$ cat src/rtl/peak_readout_pkg.sv
// Shared constants, types and helpers for the peak readout buffer.
// Frame layout, byte-map addresses and the read-lock FSM state type.
package peak_readout_pkg;

    localparam int PEAKS      = 6;
    localparam int FREQ_WIDTH = 8;
    localparam int AMPL_WIDTH = 24;
    localparam int TIME_WIDTH = 32;

    localparam logic [7:0] ADDR_LOCK   = 8'd0;
    localparam logic [7:0] ADDR_LAST   = 8'd33;
    localparam logic [7:0] ADDR_STATUS = 8'd34;
    localparam logic [7:0] ADDR_DROP   = 8'd35;
    localparam logic [7:0] ADDR_SEQ    = 8'd36;
    localparam logic [7:0] ADDR_ABORT  = 8'd255;
    localparam logic [7:0] SIG_BASE    = 8'd248;

    typedef enum logic {
        IDLE   = 1'b0,
        LOCKED = 1'b1
    } state_t;

    typedef struct packed {
        logic [TIME_WIDTH-1:0]            counter;
        logic [PEAKS-1:0][FREQ_WIDTH-1:0] freqs;
        logic [PEAKS-1:0][AMPL_WIDTH-1:0] ampls;
    } frame_t;

    localparam int FRAME_W = $bits(frame_t);

    // Fixed signature bytes so software can identify the block.
    function automatic logic [7:0] sig_byte(input logic [2:0] idx);
        logic [7:0] b;
        unique case (idx)
            3'd0: b = 8'd42;
            3'd1: b = 8'd53;
            3'd2: b = 8'd84;
            3'd3: b = 8'd71;
            3'd4: b = 8'd7;
            3'd5: b = 8'd25;
            3'd6: b = 8'd48;
            3'd7: b = 8'd96;
        endcase
        return b;
    endfunction

endpackage

$ cat src/rtl/peak_byte_mux.sv
// Combinational address-to-byte selector over the front frame,
// the status registers and the signature. Multi-byte fields are big-endian.
module peak_byte_mux
    import peak_readout_pkg::*;
(
    input  logic [FRAME_W-1:0] frame_i,
    input  logic [7:0]         addr_i,
    input  logic [7:0]         status_i,
    input  logic [7:0]         drop_i,
    input  logic [7:0]         seq_i,
    output logic [7:0]         byte_o
);

    frame_t     fr;
    logic [7:0] map [64];
    logic [31:0] w;

    assign fr = frame_t'(frame_i);

    // Lay the frame and status out as a flat byte map (addresses 0..36).
    always_comb begin
        for (int i = 0; i < 64; i++) begin
            map[i] = '0;
        end
        w = 32'(fr.counter);
        for (int i = 0; i < 4; i++) begin
            map[i] = w[8*(3-i) +: 8];
        end
        for (int p = 0; p < PEAKS; p++) begin
            map[4+p] = 8'(fr.freqs[p]);
        end
        for (int p = 0; p < PEAKS; p++) begin
            w = 32'(fr.ampls[p]);
            for (int j = 0; j < 4; j++) begin
                map[10+4*p+j] = w[8*(3-j) +: 8];
            end
        end
        map[int'(ADDR_STATUS)] = status_i;
        map[int'(ADDR_DROP)]   = drop_i;
        map[int'(ADDR_SEQ)]    = seq_i;
    end

    // Pick the addressed byte; unmapped addresses read as zero.
    always_comb begin
        byte_o = '0;
        if (addr_i <= ADDR_SEQ) begin
            byte_o = map[addr_i[5:0]];
        end else if (addr_i >= SIG_BASE) begin
            byte_o = sig_byte(addr_i[2:0]);
        end
    end

endmodule

$ cat config.mk
export PLATFORM = sky130hd
export DESIGN_NAME = peak_byte_mux
export DESIGN_NICKNAME = d
export VERILOG_FILES = /design/src/rtl/peak_readout_pkg.sv /design/src/rtl/peak_byte_mux.sv
export SDC_FILE = /design/constraint.sdc
export NUM_CORES = 1
export LEC_CHECK = 0
export ABC_AREA = 1
export CAP_MARGIN = 30
export CORE_ASPECT_RATIO = 0.9
export CORE_UTILIZATION = 30
export DETAILED_ROUTE_END_ITERATION = 6
export PLACE_DENSITY = 0.9
export SETUP_SLACK_MARGIN = 0.1
export SYNTH_ARGS = -nofsm -noshare
export SYNTH_HDL_FRONTEND = slang
export SYNTH_SLANG_ARGS = --single-unit
export TNS_END_PERCENT = 100
$ cat constraint.sdc
create_clock -name vclk -period 2.71
set_input_delay 0.6775 -clock vclk [all_inputs]
set_output_delay 0.6775 -clock vclk [all_outputs]
set_load 0.02 [all_outputs]
==> results by group, run 1 <==
Layout
  – Register area: 0 µm²
  – Ant diodes: 0
  – Layout cells sized above 1: 13.5%
  – Fin nets: 1280
  – FFs & Latches: 0
  – Final Instance Area: 6640 µm²
  – Layout area overhead: 118%
  – Final core utilization: 67.8%
  – Clk_buf instances: 0

Drt
  – Post-DRT Antenna Nets: 0
  – First-pass DRT Iterations: 5
  – Iter 0 DRT Violations: 316
  – Wire per inst: 14.6 µm
  – Drt total wl: 16800 µm
  – Vias per cell: 4.87
  – DRC Markers: 0
  – Via Count: 5568

Synth
  – Synth area leader: nand2_1
  – Area contributors post-synth: nand2_1 43%, nand3_1 13%, inv_1 12%, nor2_1 11%, buf_2 3.9%
  – Yosys cell types: 21
  – Syn Inst Count: 729
  – Synth top area share: 42.7%
  – Syn Area/Cell: 4.18 µm²
  – Ys Warns: 0
  – Netlist Area Pre-Place: 3050 µm²
  – Register area share after synthesis: 0%
  – Syn Nets: 989

STA
  – Tcrit/Tclk final: 104%
  – Final Max Slew Viols: 0
  – Fmax: 0.354 GHz
  – RSZ-0062 raised after global routing: yes
  – Final hold vios: 0
  – PnR worst setup slack: -112 ps
  – Min cycle time layout: 2820 ps
  – Worst-Margin Slew: 256 ps
  – Final setup viols: 8
  – Slew headroom: 82.7%
  – Post-Route Setup TNS: -561 ps

Setup path
  – Required time at the worst-slack endpoint: 2030 ps
  – Critical Path Fanout Max: 8
  – Kind of critical path: input pin to output pin
  – CP arrival: 2140 ps
  – Element type at the critical path start: input pin
  – CP endpoint: byte_o[4]
  – Crit. End Element: output pin
  – Crit path from: addr_i[1]

Flow run
  – Max_cap viols: 0

Floorplanning
  – Die ar.: 10600 µm²
  – Core footprint: 9780 µm²
  – IO Pins: 264
  – Starting Density: 31.2%
  – Die width: 108 µm
  – Die Height: 97.6 µm
  – Cell row count: 34

Power and ir drop
  – Sw frac: 41.9%
  – Power Internal: 566 µW
  – Flop pwr share: 0%
  – Peak supply drop: 0.0000662 V
  – Switch Pwr: 407 µW
  – Logic pwr share: 100.0%
  – Leakage: 3.41 nW
  – Pwr Density: 147 nW/µm²
  – Clock group share of total power: 0%

Worst hold path
  – Hold crit path type: input pin to output pin

Run status
  – Outcome: finished with violations
  – Failing checks: negative setup slack

Global routing
  – First-pass GRT wire length: 25300 µm
  – Grt ovf: 0
  – Initial antenna violation count: 0
  – Overall Global Routing Usage: 30.0%
  – Pin count of the biggest net entering global routing: 34
  – Vias in the first global route: 5332

Placement
  – Setup WS pre-CTS: -1120 ps
  – Routability cong.: 0.914
  – Port bufs: 264
  – Dpl cell area: 6250 µm²
  – Post-DP HPWL: 13200 µm

Clock tree
  – Hold buffers post-CTS: 0
==> cells in the final DEF, fill, tap and decap left out, drive strengths merged, types with 3 or more instances in the layout <==
cell type and count:
a21oi 17, buf 74, clkdlybuf4s50 248, dlymetal6s2s 3
ha 4, inv 102, nand2 347, nand3 78
nand4 18, nor2 87, o211ai 3, o21ai 20
or2 3
==> area by class of cell <==
type	count	area [µm²]
tap	126	158
fill	888	3150
multi-input combinational	584	2650
timing repair buffer	330	3420
inverter	104	399
==> power by group through the flow <==
stage                     logic [mW]  registers (mW)  clock network [mW]
after floorplan                0.336               0                   0
after global placement         0.883               0                   0
after detailed placement       0.891               0                   0
after CTS                      0.932               0                   0
after global routing            1.06               0                   0
final                          0.973               0                   0
==> cell families after synthesis <==
group / share of synthesized area, %
AOI/OAI and AO/OA: 7.84
and+or+nand+nor: 71.2
buffers and inverters: 19.3
adders and majority gates: 1.64
==> through the flow <==
step | power [mW] | instances | hold slack, ps
floorplan | 0.336 | 729 | 1590
global placement | 0.883 | 1134 | 2620
detailed placement | 0.891 | 1134 | 2600
CTS | 0.932 | 1142 | 1940
global route | 1.06 | 1144 | 1990
finish | 0.973 | 1144 | 1950
==> cell usage after synthesis, drive strengths merged <==
cell / number
clkbuf: 13
inv: 102
nor3: 2
nor2: 87
o21a: 2
a21oi: 17
nand2: 347
nand4: 18
o21ai: 20
ha: 4
o211ai: 3
buf: 28
and3: 1
nand3: 78
or2: 3
a31oi: 1
a221o: 1
clkinv: 2
==> metal layers <==
| layer | track usage, % | vias up | share of wire (%) |
|---|---|---|---|
| met5 | 0 | - | 0 |
| met4 | 8.01 | 0 | 2.5 |
| met3 | 4.02 | 41 | 8.9 |
| met2 | 53.3 | 277 | 48 |
| met1 | 37.1 | 2449 | 40 |
| li1 | - | 2801 | - |
==> worst min-delay path by stage <==
stage	startpoint	endpoint	slack [ps]	depth (start not counted)
final	addr_i[1]	byte_o[4]	1950	6
after detailed placement	status_i[7]	byte_o[7]	2600	6
after global placement	status_i[7]	byte_o[7]	2620	6
after CTS	addr_i[2]	byte_o[5]	1940	6
after global routing	addr_i[1]	byte_o[4]	1990	6
after floorplan	addr_i[7]	byte_o[7]	1590	3
==> worst max-delay path, stage by stage <==
cell,delay [ps]
buf_8,110
buf_12,130
nor2_4,210
buf_12,160
nand3_2,60
nand2_2,90
nor2_4,40
nor2_4,110
nand2_2,70
nand2_2,70
nand2_1,50
nand2_1,90
nand2_1,70
nand2_2,80
buf_6,110
==> timing repair <==
item | 4_1_cts | 5_1_grt
pin swaps | 21 | 45
gates cloned | 2 | 2
setup endpoints to repair | 8 | 8
resized for setup | 84 | 50
buffers inserted | 6 | 1
(Power assumes the default switching activity.)
==> run 2: changes to the inputs <==
- CORE_MARGIN: not set -> 2
==> results by group, run 2 (synthesis gave the netlist of run 1 again) <==
Global routing
  – Overall Global Routing Usage: 28.9% (was 30.0%)
  – First-pass GRT wire length: 25200 µm (was 25300 µm)
  – Met3 usage: 3.87% (was 4.02%)
  – Vias in the first global route: 5298 (was 5332)
  – Pin count of the biggest net entering global routing: 50 (was 34)
  – GRT met1 Usage: 35.9% (was 37.1%)
  – Initial antenna violation count: 0 (unchanged)
  – Gr busiest metal: met2 (unchanged)
  – GR Layer Usage met2: 52.1% (was 53.3%)
  – Grt ovf: 0 (unchanged)

Layout
  – Most common cell after layout, fill and taps aside: nand2_1 (unchanged)
  – FFs & Latches: 0 (unchanged)
  – Layout area overhead: 119% (was 118%)
  – Multi-input logic area: 2580 µm² (was 2650 µm²)
  – Fin nets: 1291 (was 1280)
  – Ant diodes: 0 (unchanged)
  – Final core utilization: 68.1% (was 67.8%)
  – Most frequent cells in the layout: 328 x nand2_1, 250 x clkdlybuf4s50_1, 97 x inv_1, 81 x nor2_1, 73 x nand3_1 (was 323 x nand2_1, 248 x clkdlybuf4s50_1, 97 x inv_1, 76 x nor2_1, 65 x nand3_1)
  – # fillers: 871 (was 888)
  – Layout cells sized above 1: 12.6% (was 13.5%)
  – Final Non-Filler Cells: 1155 (was 1144)
  – Clk_buf instances: 0 (unchanged)
  – Register area: 0 µm² (unchanged)

Flow run
  – Max_cap viols: 0 (unchanged)

Setup path
  – Kind of critical path: input pin to output pin (unchanged)
  – Crit. End Element: output pin (unchanged)
  – Required time at the worst-slack endpoint: 2030 ps (about the same)
  – CP endpoint: byte_o[4] (unchanged)
  – Critical Path Fanout Max: 5 (was 8)
  – Element type at the critical path start: input pin (unchanged)
  – Crit path from: addr_i[1] (unchanged)
  – CP arrival: 2210 ps (was 2140 ps)

Worst hold path
  – Hold crit path type: input pin to output pin (unchanged)

Placement
  – Port bufs: 264 (unchanged)
  – Post-DP HPWL: 13400 µm (was 13200 µm)
  – Routability cong.: 0.881 (was 0.914)
  – Inst Count DP: 1134 (unchanged)

Power and ir drop
  – Leakage: 3.44 nW (was 3.41 nW)
  – Total power: 986 µW (was 973 µW)
  – Peak supply drop: 0.0000931 V (was 0.0000662 V)
  – Pwr Density: 148 nW/µm² (was 147 nW/µm²)

Floorplanning
  – Die width: 110 µm (was 108 µm)
  – Starting Density: 31.2% (unchanged)
  – Die Height: 99.6 µm (was 97.6 µm)
  – Core footprint: 9780 µm² (unchanged)
  – Cell row count: 34 (unchanged)
  – Die ar.: 11000 µm² (was 10600 µm²)
  – IO Pins: 264 (unchanged)

Run status
  – Failing checks: negative setup slack (unchanged)
  – Outcome: finished with violations (unchanged)

STA
  – Min cycle time layout: 2880 ps (was 2820 ps)
  – Fmax: 0.347 GHz (was 0.354 GHz)
  – PnR worst setup slack: -174 ps (was -112 ps)
  – RSZ-0062 raised after global routing: yes (unchanged)
  – Worst-Margin Slew: 249 ps (was 256 ps)
  – Final setup viols: 8 (unchanged)
  – Hold Slack: 1970 ps (was 1950 ps)
  – Slew headroom: 83.4% (was 82.7%)
  – Final Max Slew Viols: 0 (unchanged)
  – Tcrit/Tclk final: 106% (was 104%)
  – Final hold vios: 0 (unchanged)

Drt
  – Via Count: 5627 (was 5568)
  – Vias per cell: 4.87 (about the same)
  – Wire per inst: 15.2 µm (was 14.6 µm)
  – Drt total wl: 17500 µm (was 16800 µm)
  – First-pass DRT Iterations: 5 (unchanged)
  – Iter 0 DRT Violations: 480 (was 316)
  – DRC Markers: 0 (unchanged)
  – Post-DRT Antenna Nets: 0 (unchanged)
[run 2: final cells by class]
cell class	count	share of cell area (%)
Inverter	104	6.03
Multi-Input combinational cell	584	38.8
Tap cell	126	2.37
Timing Repair Buffer	341	52.8
[run 2: worst min path at each step]
stage | from | endpoint | depth (start not counted)
2_1_floorplan | addr_i[7] | byte_o[7] | 3
3_3_place_gp | addr_i[0] | byte_o[1] | 7
3_5_place_dp | addr_i[0] | byte_o[1] | 7
4_1_cts | addr_i[1] | byte_o[4] | 6
5_1_grt | addr_i[2] | byte_o[2] | 7
6_report | addr_i[2] | byte_o[1] | 7
[run 2: per-layer routing]
layer / up-vias / part of all wire [%]
met5: - / 0
met1: 2464 / 41
met4: 0 / 3.0
met3: 46 / 9.2
li1: 2825 / -
met2: 292 / 47
[run 2: stage by stage]
stage                     area [µm²]  setup TNS (ps)  setup WS, ps
after floorplan                 3070               0          55.1
after global placement          6210           -8180         -1100
after detailed placement        6210           -8050         -1070
after CTS                       6510            -957          -137
after global routing            6660           -1940          -273
final                           6660           -1110          -174
[run 2: what timing repair did]
item,in CTS,in global routing
buffers inserted,12,5
hold buffers,0,0
gates cloned,4,3
pin swaps,22,41
resized for setup,81,39
endpoints found under the setup margin,8,8
[run 2: where the power goes]
part / leakage [nW] / switching [mW] / total, mW / internal, mW
sequential: 0 / 0 / 0 / 0
combinational: 3.44 / 0.411 / 0.986 / 0.575
clock: 0 / 0 / 0 / 0
[run 2: critical path: stages]
cell and delay, ps:
buf_12 110, buf_8 130, nor2_4 170, buf_6 150, buf_12 110, o21ai_0 100, nor2_1 130, nor2_1 60
nand2_1 60, nand2_1 60, nand2_2 70, nand2_1 60, nand2_2 80, nand2_2 60, nand2_2 60, buf_6 110
==> run 3: changes to the inputs <==
- CAP_MARGIN: 30 -> 20
==> results of run 3 <==
The final DEF is identical to that of run 2; final timing and power are the same.
